## src/rtl/mips32_fetch_queue_if.sv

```systemverilog
// Memory-request and decode-handshake bundle of the MIPS32 fetch queue.
// The master side is the fetch queue; the slave side is memory plus the ID stage.
interface mips32_fetch_queue_if #(
  parameter int ADDR_W = 10
);
  logic              mem_rd_en;
  logic [ADDR_W-1:0] mem_addr;
  logic [31:0]       mem_rdata;
  logic              deq_valid;
  logic              deq_ready;
  logic [31:0]       deq_ir;
  logic [31:0]       deq_npc;

  modport master (
    output mem_rd_en, mem_addr, deq_valid, deq_ir, deq_npc,
    input  mem_rdata, deq_ready
  );

  modport slave (
    input  mem_rd_en, mem_addr, deq_valid, deq_ir, deq_npc,
    output mem_rdata, deq_ready
  );
endinterface

```

## src/rtl/mips32_fetch_queue.sv

```systemverilog
// MIPS32 instruction-fetch queue: issues word reads and buffers {ir, npc} pairs for decode.
// Optional FQ_BYPASS_EN forwards a response straight to decode when the queue is empty.
module mips32_fetch_queue #(
  parameter int          DEPTH    = 4,
  parameter int          ADDR_W   = 10,
  parameter int unsigned RESET_PC = 0
) (
  input  logic                   clk1,
  input  logic                   reset,
  mips32_fetch_queue_if.master   bus,
  input  logic                   redirect,
  input  logic [ADDR_W-1:0]      redirect_pc,
  input  logic                   halt,
  output logic [$clog2(DEPTH):0] count,
  output logic                   halted
);
  localparam int PTR_W = $clog2(DEPTH);
  localparam int CNT_W = PTR_W + 1;
  localparam int NPC_W = ADDR_W + 1;
  localparam logic [ADDR_W-1:0] RESET_PC_V = ADDR_W'(RESET_PC);
  localparam logic [CNT_W:0]    DEPTH_V    = (CNT_W + 1)'(DEPTH);

  // npc keeps the carry out of the PC so the top word reports 2**ADDR_W.
  function automatic logic [NPC_W-1:0] next_npc(input logic [ADDR_W-1:0] pc);
    return {1'b0, pc} + NPC_W'(1'b1);
  endfunction

  function automatic logic [31:0] zext_npc(input logic [NPC_W-1:0] npc);
    return {{(32 - NPC_W){1'b0}}, npc};
  endfunction

  logic [ADDR_W-1:0] pc_q, pc_d;
  logic              inflight_q, inflight_d;
  logic [NPC_W-1:0]  tag_npc_q, tag_npc_d;
  logic [PTR_W-1:0]  wr_ptr_q, wr_ptr_d;
  logic [PTR_W-1:0]  rd_ptr_q, rd_ptr_d;
  logic [CNT_W-1:0]  count_q, count_d;
  logic              halted_q, halted_d;
  logic [31:0]       last_ir_q, last_ir_d;
  logic [31:0]       last_npc_q, last_npc_d;
  logic [31:0]       ir_mem_q  [DEPTH];
  logic [31:0]       ir_mem_d  [DEPTH];
  logic [NPC_W-1:0]  npc_mem_q [DEPTH];
  logic [NPC_W-1:0]  npc_mem_d [DEPTH];

  logic [CNT_W:0]    occupancy_s;
  logic              issue_s;
  logic              resp_valid_s;
  logic              fifo_empty_s;
  logic              bypass_s;
  logic              head_valid_s;
  logic [31:0]       head_ir_s;
  logic [31:0]       head_npc_s;
  logic              deq_fire_s;
  logic              pop_s;
  logic              enq_s;

  // Issue decision, head selection and handshake qualification.
  always_comb begin
    occupancy_s  = {1'b0, count_q} + {{CNT_W{1'b0}}, inflight_q};
    issue_s      = !reset && !halt && !redirect && (occupancy_s < DEPTH_V);
    resp_valid_s = inflight_q && !redirect;
    fifo_empty_s = (count_q == {CNT_W{1'b0}});
`ifdef FQ_BYPASS_EN
    bypass_s     = fifo_empty_s && resp_valid_s;
`else
    bypass_s     = 1'b0;
`endif
    if (!fifo_empty_s) begin
      head_valid_s = 1'b1;
      head_ir_s    = ir_mem_q[rd_ptr_q];
      head_npc_s   = zext_npc(npc_mem_q[rd_ptr_q]);
    end else if (bypass_s) begin
      head_valid_s = 1'b1;
      head_ir_s    = bus.mem_rdata;
      head_npc_s   = zext_npc(tag_npc_q);
    end else begin
      // Empty: present the last value shown so decode sees stable data.
      head_valid_s = 1'b0;
      head_ir_s    = last_ir_q;
      head_npc_s   = last_npc_q;
    end
    deq_fire_s = head_valid_s && bus.deq_ready && !redirect;
    pop_s      = deq_fire_s && !fifo_empty_s;
    enq_s      = resp_valid_s && !(bypass_s && deq_fire_s);
  end

  // Next-state for PC, pending tag, pointers, occupancy and halt status.
  always_comb begin
    pc_d       = pc_q;
    inflight_d = issue_s;
    tag_npc_d  = tag_npc_q;
    wr_ptr_d   = wr_ptr_q;
    rd_ptr_d   = rd_ptr_q;
    count_d    = count_q;
    last_ir_d  = head_ir_s;
    last_npc_d = head_npc_s;
    ir_mem_d   = ir_mem_q;
    npc_mem_d  = npc_mem_q;

    if (redirect) begin
      pc_d = redirect_pc;
    end else if (issue_s) begin
      pc_d      = pc_q + ADDR_W'(1'b1);
      tag_npc_d = next_npc(pc_q);
    end else begin
      pc_d = pc_q;
    end

    if (enq_s) begin
      ir_mem_d[wr_ptr_q]  = bus.mem_rdata;
      npc_mem_d[wr_ptr_q] = tag_npc_q;
      wr_ptr_d            = wr_ptr_q + PTR_W'(1'b1);
    end else begin
      wr_ptr_d = wr_ptr_q;
    end

    if (redirect) begin
      rd_ptr_d = wr_ptr_q;
      count_d  = {CNT_W{1'b0}};
    end else begin
      rd_ptr_d = pop_s ? (rd_ptr_q + PTR_W'(1'b1)) : rd_ptr_q;
      case ({enq_s, pop_s})
        2'b10:   count_d = count_q + CNT_W'(1'b1);
        2'b01:   count_d = count_q - CNT_W'(1'b1);
        default: count_d = count_q;
      endcase
    end

    halted_d = halted_q || (halt && !inflight_d);
  end

  // State registers; everything clears asynchronously on reset.
  always_ff @(posedge clk1 or posedge reset) begin
    if (reset) begin
      pc_q       <= RESET_PC_V;
      inflight_q <= 1'b0;
      tag_npc_q  <= {NPC_W{1'b0}};
      wr_ptr_q   <= {PTR_W{1'b0}};
      rd_ptr_q   <= {PTR_W{1'b0}};
      count_q    <= {CNT_W{1'b0}};
      halted_q   <= 1'b0;
      last_ir_q  <= 32'h0000_0000;
      last_npc_q <= 32'h0000_0000;
      for (int i = 0; i < DEPTH; i++) begin
        ir_mem_q[i]  <= 32'h0000_0000;
        npc_mem_q[i] <= {NPC_W{1'b0}};
      end
    end else begin
      pc_q       <= pc_d;
      inflight_q <= inflight_d;
      tag_npc_q  <= tag_npc_d;
      wr_ptr_q   <= wr_ptr_d;
      rd_ptr_q   <= rd_ptr_d;
      count_q    <= count_d;
      halted_q   <= halted_d;
      last_ir_q  <= last_ir_d;
      last_npc_q <= last_npc_d;
      for (int i = 0; i < DEPTH; i++) begin
        ir_mem_q[i]  <= ir_mem_d[i];
        npc_mem_q[i] <= npc_mem_d[i];
      end
    end
  end

  assign bus.mem_rd_en = issue_s;
  assign bus.mem_addr  = pc_q;
  assign bus.deq_valid = head_valid_s;
  assign bus.deq_ir    = head_ir_s;
  assign bus.deq_npc   = head_npc_s;
  assign count         = count_q;
  assign halted        = halted_q;
endmodule

```

## src/flat_wrapper.sv

```systemverilog
// flat-port wrapper written by rule: the top's interface ports become plain ports
module mips32_fetch_queue_flat 
#(
  parameter int          DEPTH    = 4,
  parameter int          ADDR_W   = 10,
  parameter int unsigned RESET_PC = 0
)
  (clk1, reset, redirect, redirect_pc, halt, count, halted, bus_mem_rd_en, bus_mem_addr, bus_deq_valid, bus_deq_ir, bus_deq_npc, bus_mem_rdata, bus_deq_ready);
  mips32_fetch_queue_if #(.ADDR_W(ADDR_W)) bus_i ();
  input  logic clk1;
  input  logic reset;
  input  logic redirect;
  input  logic [ADDR_W-1:0] redirect_pc;
  input  logic halt;
  output logic [$clog2(DEPTH):0] count;
  output logic halted;
  output wire logic [$bits(bus_i.mem_rd_en)-1:0] bus_mem_rd_en;
  output wire logic [$bits(bus_i.mem_addr)-1:0] bus_mem_addr;
  output wire logic [$bits(bus_i.deq_valid)-1:0] bus_deq_valid;
  output wire logic [$bits(bus_i.deq_ir)-1:0] bus_deq_ir;
  output wire logic [$bits(bus_i.deq_npc)-1:0] bus_deq_npc;
  input wire logic [$bits(bus_i.mem_rdata)-1:0] bus_mem_rdata;
  input wire logic [$bits(bus_i.deq_ready)-1:0] bus_deq_ready;
  assign bus_mem_rd_en = bus_i.mem_rd_en;
  assign bus_mem_addr = bus_i.mem_addr;
  assign bus_deq_valid = bus_i.deq_valid;
  assign bus_deq_ir = bus_i.deq_ir;
  assign bus_deq_npc = bus_i.deq_npc;
  assign bus_i.mem_rdata = bus_mem_rdata;
  assign bus_i.deq_ready = bus_deq_ready;
  mips32_fetch_queue #(.DEPTH(DEPTH), .ADDR_W(ADDR_W), .RESET_PC(RESET_PC)) u_core (.clk1(clk1), .reset(reset), .bus(bus_i), .redirect(redirect), .redirect_pc(redirect_pc), .halt(halt), .count(count), .halted(halted));
endmodule
```

## config.mk

```make
export PLATFORM = sky130hd
export DESIGN_NAME = mips32_fetch_queue_flat
export DESIGN_NICKNAME = d
export VERILOG_FILES = /design/src/rtl/mips32_fetch_queue_if.sv /design/src/rtl/mips32_fetch_queue.sv /design/src/flat_wrapper.sv
export SDC_FILE = /design/constraint.sdc
export NUM_CORES = 1
export LEC_CHECK = 0
export BUFFER_PORTS_ARGS = -buffer_cell sky130_fd_sc_hd__buf_2
export CAP_MARGIN = 0
export CORE_MARGIN = 2
export CORE_UTILIZATION = 50
export DETAILED_ROUTE_END_ITERATION = 6
export PLACE_DENSITY = 0.7
export SLEW_MARGIN = 20
export SYNTH_ARGS = -nofsm -noshare
export SYNTH_HDL_FRONTEND = slang
export SYNTH_SLANG_ARGS = --single-unit
```

## constraint.sdc

```tcl
create_clock -name clk1 -period 14 [get_ports clk1]
set_clock_uncertainty 0.2 [all_clocks]
set_input_delay 2.8 -clock clk1 [delete_from_list [all_inputs] [get_ports clk1]]
set_output_delay 2.8 -clock clk1 [all_outputs]
set_load 0.05 [all_outputs]
```

## Yosys cells after proc, flatten, opt, wreduce, memory -nomap -nowiden

Cells that the tools add are included.

- Flip-flop bits (word level): 266
- Bits of input ports: 47

- Add/sub/neg operators: 7
- Order comparisons: 4
- Equality and inequality tests: 2
- Multiplexer cells: 21
- Bitwise logic cells: 3
- Reduce and logical (&&, ||, !) cells: 20

Operators by type and width:

| kind | count |
|---|---|
| two-way mux 32 bit | 5 |
| bitwise mux 128 bit | 1 |
| binary-select mux 32 bit (select 2 bit) | 1 |
| demux 32 bit (select 2 bit) | 1 |
| bitwise mux 44 bit | 1 |
| two-way mux 11 bit | 3 |
| binary-select mux 11 bit (select 2 bit) | 1 |
| demux 11 bit (select 2 bit) | 1 |
| two-way mux 10 bit | 2 |
| adder 10 x 1 -> 11 bit, second input constant | 1 |
| adder 10 x 1 -> 10 bit, second input constant | 1 |
| logical AND 1 bit | 9 |
| greater-or-equal comparator 3 bit, second input constant | 2 |
| inverter 2 -> 3 bit | 2 |
| one-hot mux 3 bit (2 select lines) | 1 |
| zero test 1 bit | 5 |
| adder 2 x 1 -> 2 bit, second input constant | 2 |
| adder 3 x 1 -> 4 bit | 1 |
| < comparator 4 x 3 -> 1 bit, second input constant | 1 |
| two-way mux 2 bit | 2 |
| nonzero test 2 bit | 2 |
| adder 3 x 1 -> 3 bit, second input constant | 1 |
| zero test 3 bit | 1 |
| < comparator 3 x 1 -> 1 bit, second input constant | 1 |
| 9 further kinds | 9 |

## Longest topological paths before layout

Gate-level depths: netlist of the first run.

- Depth in word-level cells: 8
- Gate-level depth with buffers: 7

## Worst setup path after synthesis of the first run

OpenSTA, ideal clock, no wires.

- Kind: in2out
- Start: in redirect
- End: out bus_mem_rd_en
- Arrival time: 3.466 ns
- Data required time: 11.000 ns
- Setup slack: 7.534 ns
- Cell stages on the path: 3
- Cells stage by stage: nor4_4 nand2_1 inv_2

- Word-level cells in the longest chain between the ends: 3

RTL lines:

| what | RTL line | source |
|---|---|---|
| start, declared | flat_wrapper.sv:12 | `input logic redirect;` |
| zero test 1 bit | mips32_fetch_queue.sv:61 | `issue_s = !reset && !halt && !redirect && (occupancy_s < DEPTH_V);` |
| logical AND 1 bit (2 in series) | mips32_fetch_queue.sv:61 |  |
| end, declared | flat_wrapper.sv:17 | `output wire logic [$bits(bus_i.mem_rd_en)-1:0] bus_mem_rd_en;` |

No other way between the ends.

## Final worst setup path of the first run

Ends and elaborated chain as after synthesis.

==> results of run 1 <==
[per-stage QoR]
stage	util	total power [mW]
final	0.5756	2.970
after global routing	0.5756	3.147
after CTS	0.5756	3.012
after detailed placement	0.5356	2.282
after global placement	0.5356	2.252
after floorplan	-	2.035
[report_power, final]
part / total (mW) / internal, mW / switching (mW)
Sequential: 1.18 / 1.03 / 0.144
Combinational: 1.07 / 0.390 / 0.682
Clock: 0.721 / 0.426 / 0.295
Total: 2.97 / 1.85 / 1.12
[critical path, stage by stage]
cell and delay (ns):
buf_2 0.23, nor4_4 0.34, nand2_1 0.54, inv_2 0.39, buf_2 0.32
[metal layers]
metal,part of all wire,vias up
li1,-,3037
met1,0.48,3345
met2,0.46,139
met3,0.040,28
met4,0.017,0
met5,0,-
[cells in the final DEF (no fill, tap or decap), types with 8 or more instances in the layout]
cell type  Yosys  routed
dfrtp_1      266     264
mux2_1       160     160
nand2_1      151     151
buf_2         10     126
mux4_2        43      43
clkbuf_16      0      28
and2_1        23      23
o21ai_0       13      13
mux2_2        12      12
nor2_1        10      10
nor3_1         9       8
clkbuf_1       7       8
[cells in the mapped netlist, drive strengths merged (4+ instances only)]
cell	instances
nand2	155
xnor2	6
a221o	5
a21oi	5
o21ai	13
clkbuf	7
nor3	9
inv	7
xor2	4
nor2	10
buf	38
mux2	172
nand3	6
mux4	43
ha	5
dfrtp	266
and2	23
[flip-flops by register name, indices dropped and copies added (netlist names), 3 cells and up]
name,count
u_core.bus.mem_addr,10
u_core.count,3
u_core.ir_mem_q,128
u_core.last_ir_q,32
u_core.last_npc_q,32
u_core.npc_mem_q,44
u_core.tag_npc_q,11
[kinds of logic after synthesis]
group,share of synthesized area
adder cells (fa/ha/maj),0.007293
AND/OR/NAND/NOR,0.08475
AO/OA/AOI/OAI,0.02199
XOR/XNOR,0.007734
buffers and inverters,0.03293
flip-flops,0.5878
multiplexers,0.2575
[area by class of cell]
| cell class | count | area [sq um] |
|---|---|---|
| fill | 1836 | 9520 |
| sequential | 266 | 6659 |
| multi-input combinational | 481 | 4299 |
| clock buffer | 40 | 785.8 |
| timing repair buffer | 131 | 668.1 |
| tap | 285 | 356.6 |
| clock inverter | 10 | 111.4 |
| inverter | 7 | 33.78 |
[worst max path at each step]
stage | startpoint | endpoint
final | redirect | bus_mem_rd_en
after global routing | redirect | bus_mem_rd_en
after CTS | redirect | bus_mem_rd_en
after detailed placement | redirect | bus_mem_rd_en
after global placement | redirect | bus_mem_rd_en
after floorplan | reset | u_core.bus.mem_addr[0]
==> results_dict.tcl, run 1 <==
set metrics [dict create \
    irDropWorstVdd_mv 0.2066 \
    setup_slack_ns 6.368 \
    synth_top_area_cell "dfrtp_1" \
    netlist_area_sq_mm 0.01132 \
    reg2reg_from "u_core.count[0]" \
    clk_latency_ns 0.54 \
    routed_wl_um 21890 \
    grt_pass1_vias 6749 \
    ys_warn_count 0 \
    synth-main-ff-cell "dfrtp_1" \
    h-tree-depth 1 \
    drtIter0Drc 242 \
    cts_tree "yes" \
    die-height_um 154.5 \
    hpwl_um 12680 \
    pwr_density_cell_mw_per_mm2 230.0 \
    nets 968 \
    post_cts_buffers 0 \
    cts_resized 0 \
    fp.dieArea_sq_mm 0.02387 \
    synth-seq-cells 266 \
    gp_congestion 0.7567 \
    synth_top_area_share 0.5878 \
    worstSetupEndpointType "output port" \
    p_leak_nw 6.547 \
    layout.cells.non_filler 1220 \
    synth_edf_count 0 \
    worstPathMaxFanout 29 \
    dp.cells 1170 \
    status "finished clean" \
    dr.pass1.iters 4 \
    cts_buffers 28 \
    grt_pass1_wl_um 36320 \
    ys_types 40 \
    required_ns 11.00 \
    die_w_um 154.5 \
    ys_async_sr_fraction 1.000 \
    critPathKind "in2out" \
    holdPathEnd "u_core.last_ir_q[14]" \
    drtAntennaViolNets 0 \
    design.core.area_sq_mm 0.02243 \
    rows 55 \
    fmax_mhz 131.0 \
    worst_pin_slew_ns 0.9794 \
    grtUsageMet1 0.2775 \
    synth.area.top_cells "dfrtp_1, mux2_1, mux4_2, nand2_1, buf_6" \
    cts_root_buffer "clkbuf_16" \
    routedWlPerCell_um 17.94 \
    dp_slack_ns 6.356 \
    globalRouteMet3Util 0.03194 \
    syn-instance-count 799 \
    avgSynthCellArea_sq_um 14.17 \
    start_util 0.5047 \
    grt_use_total 0.1890 \
    tns_ns 0 \
    setup_viol 0 \
    hp-class "reg2reg" \
    max_cap_viol_count 0 \
    r2r_end "u_core.rd_ptr_q[1]" \
    ios 127 \
    post-route-min-period_ns 7.632 \
    syn_to_final_growth_pct 14.04 \
    slew_headroom 0.3461 \
    cts.sink_count 266 \
    whs_path_depth 2 \
    hold_viol_final 0 \
    hold_slack_ns 0.2573 \
    antenna_found_initial 1 \
    routed-via-count 6549 \
    drive_gt1_frac 0.2588 \
    critPathLaunchType "input port" \
    grt_start_max_net_pins 135 \
    n_antenna_cell 0 \
    drc_errors 0 \
    rrSetupSlack_ns 11.24 \
    seq_area_frac_synth 0.5878 \
    port-buffer-count 126 \
    syn-num-nets 852 \
    globalRouteMet2Util 0.3008 \
    cts_hold_buf 0 \
    crit_arrival_ns 4.63 \
    drv_slew 0 \
    grt.busiest_layer "met2" \
    worstHoldStart "u_core.last_ir_q[14]" \
    overflow 0 \
    design_area_sq_mm 0.01291 \
    rsz0062_at_grt "false" \
    rr_worst_depth 6 \
    clockBufferDepth 3 \
    clkTransAtPathRegs_ns 0.06 \
    avgViaCountPerCell 5.368 \
    period_share 0.5451 \
    place_area_sq_mm 0.01202 \
]
(Power assumes the default switching activity.)
==> run 2: changes to the inputs <==
--- a/config.mk
+++ b/config.mk
@@ -10,7 +10,7 @@
 export CORE_MARGIN = 2
 export CORE_UTILIZATION = 50
 export DETAILED_ROUTE_END_ITERATION = 6
-export PLACE_DENSITY = 0.7
+export PLACE_DENSITY = 0.73
 export SLEW_MARGIN = 20
 export SYNTH_ARGS = -nofsm -noshare
 export SYNTH_HDL_FRONTEND = slang
==> constraint.sdc (replaced) <==
create_clock -name clk1 -period 6.7 [get_ports clk1]
set_clock_uncertainty 0.2 [all_clocks]
set_input_delay 1.34 -clock clk1 [delete_from_list [all_inputs] [get_ports clk1]]
set_output_delay 1.34 -clock clk1 [all_outputs]
set_load 0.05 [all_outputs]
==> results_dict.tcl, run 2 (synthesized netlist as in run 1, its figures left out) <==
set metrics [dict create \
    path_common_cell "buf_2" \
    fillerInstances 1864 \
    worst_pin_slew_ns 1.047 \
    syn_to_final_growth_pct 13.90 \
    layout.cells.non_filler 1221 \
    worstHoldStart "u_core.last_npc_q[7]" \
    antenna_found_initial 0 \
    switching_share 0.3771 \
    drv_slew 0 \
    critPathKind "in2out" \
    tns_ns 0 \
    drtAntennaViolNets 0 \
    place_area_sq_mm 0.01203 \
    hpwl_um 12770 \
    drtIter0Drc 364 \
    grt_start_max_net_pins 187 \
    rsz0062_at_grt "false" \
    critPathLaunchType "input port" \
    port-buffer-count 126 \
    die-height_um 154.5 \
    globalRouteMet2Util 0.3070 \
    post_cts_buffers 0 \
    dr.pass1.iters 4 \
    fmax_mhz 211.7 \
    power.internal_mw 3.835 \
    dp.cells 1170 \
    clockBufferDepth 3 \
    max_stage_delay_ns 0.54 \
    die_w_um 154.5 \
    n_antenna_cell 0 \
    top_regs "u_core.ir_mem_q (128), u_core.npc_mem_q (44)" \
    start_util 0.5047 \
    pwr_density_cell_mw_per_mm2 477.3 \
    clkPwrFrac 0.236 \
    p_leak_nw 6.527 \
    p_sw_mw 2.321 \
    grt_pass1_wl_um 36390 \
    max_cap_viol_count 0 \
    path_cells "buf_2 -> nor4_4 -> nand2_1 -> inv_2 -> buf_2" \
    cts_hold_buf 0 \
    overflow 0 \
    p_total_mw 6.156 \
    routed_wl_um 21710 \
    slowest_stage "nand2_1" \
    grtUsageMet1 0.2740 \
    largest_reg_flops 128 \
    clk_latency_ns 0.53 \
    irDropWorstVdd_mv 0.4866 \
    final_common_cell "dfrtp_1" \
    grt_use_total 0.1882 \
    hold_slack_ns 0.2558 \
    rows 55 \
    avgViaCountPerCell 5.424 \
    nets 968 \
    crit_arrival_ns 3.18 \
    seq_power_share 0.410 \
    ios 127 \
    cts_tree "yes" \
    globalRouteMet3Util 0.02830 \
    worstPathMaxFanout 29 \
    reg2reg_from "u_core.count[0]" \
    slew_headroom 0.3022 \
    post-route-min-period_ns 4.724 \
    worstSetupEndpointType "output port" \
    grt_pass1_vias 6814 \
    grt.busiest_layer "met2" \
    fp.dieArea_sq_mm 0.02387 \
    final_cell_mix "dfrtp_1, mux2_1, nand2_1" \
    hp-class "reg2reg" \
    regMostFlops "u_core.ir_mem_q" \
    cts.sink_count 266 \
    pwr-share-comb 0.354 \
    cts_buffers 28 \
    h-tree-depth 1 \
    period_share 0.7050 \
    hold_viol_final 0 \
    drc_errors 0 \
    design_area_sq_mm 0.01290 \
    critical_path.startpoint "redirect" \
    cts_root_buffer "clkbuf_16" \
    status "finished clean" \
    gp_congestion 0.7161 \
    drive_gt1_frac 0.2543 \
    cts_resized 0 \
    routed-via-count 6623 \
    required_ns 5.16 \
    setup_viol 0 \
    routedWlPerCell_um 17.78 \
    clkTransAtPathRegs_ns 0.05 \
    design.core.area_sq_mm 0.02243 \
]
-- run 2: cell count changes in the layout (fill, tap and decap cells not counted) --
cell        before  now
buf_12           0    1
buf_4            5    4
bufinv_16        2    0
clkbuf_1         8   13
clkbuf_16       28   29
clkbuf_8         4    6
clkinv_2         7    3
clkinv_8         1    0
clkinvlp_4       0    1
inv_8            1    0
-- run 2: layout make-up --
| type | instances | area (sq um) | area share |
|---|---|---|---|
| sequential | 266 | 6659 | 0.5163 |
| multi-input combinational | 481 | 4299 | 0.3333 |
| clock buffer | 48 | 857.1 | 0.06645 |
| timing repair buffer | 131 | 680.7 | 0.05277 |
| tap | 285 | 356.6 | 0.02765 |
| inverter | 7 | 30.03 | 0.002328 |
| clock inverter | 3 | 15.01 | 0.001164 |
-- run 2: critical path: cells and delay by family --
family | cells | cell delay [ns]
buffers and inverters | 3 | 0.93
and+or+nand+nor | 2 | 0.90
-- run 2: final timing paths --
| path | endpoint | slack (ns) | cells past startpoint |
|---|---|---|---|
| worst max-delay path | bus_mem_rd_en | 1.98 | 5 |
| worst min-delay path | u_core.last_npc_q[7] | 0.26 | 2 |
| worst max register to register | u_core.rd_ptr_q[1] | 3.94 | 6 |
| worst min register to register | u_core.last_npc_q[7] | 0.26 | 2 |
| max in group asynchronous | u_core.ir_mem_q[46] | 4.08 | 3 |
| min in group asynchronous | u_core.halted | 0.76 | 2 |
-- run 2: through the flow --
stage / util / setup WS (ns)
6_report: 0.5749 / 1.976
5_1_grt: 0.5749 / 1.747
4_1_cts: 0.5749 / 1.964
3_5_place_dp: 0.5360 / 1.976
3_3_place_gp: 0.5360 / 2.030
2_1_floorplan: - / 1.649
-- run 2: layer usage --
metal	vias to the layer above	part of all wire
met3	21	0.042
met4	0	0.011
li1	3034	-
met1	3437	0.47
met5	-	0
met2	131	0.48
-- run 2: power by group through the flow --
stage | Sequential [mW] | Clock (mW) | Combinational, mW
detailed placement | 2.56 | 0 | 2.21
CTS | 2.53 | 1.50 | 2.22
finish | 2.53 | 1.45 | 2.18
global placement | 2.53 | 0 | 2.17
global route | 2.61 | 1.56 | 2.36
floorplan | 2.42 | 0 | 1.84
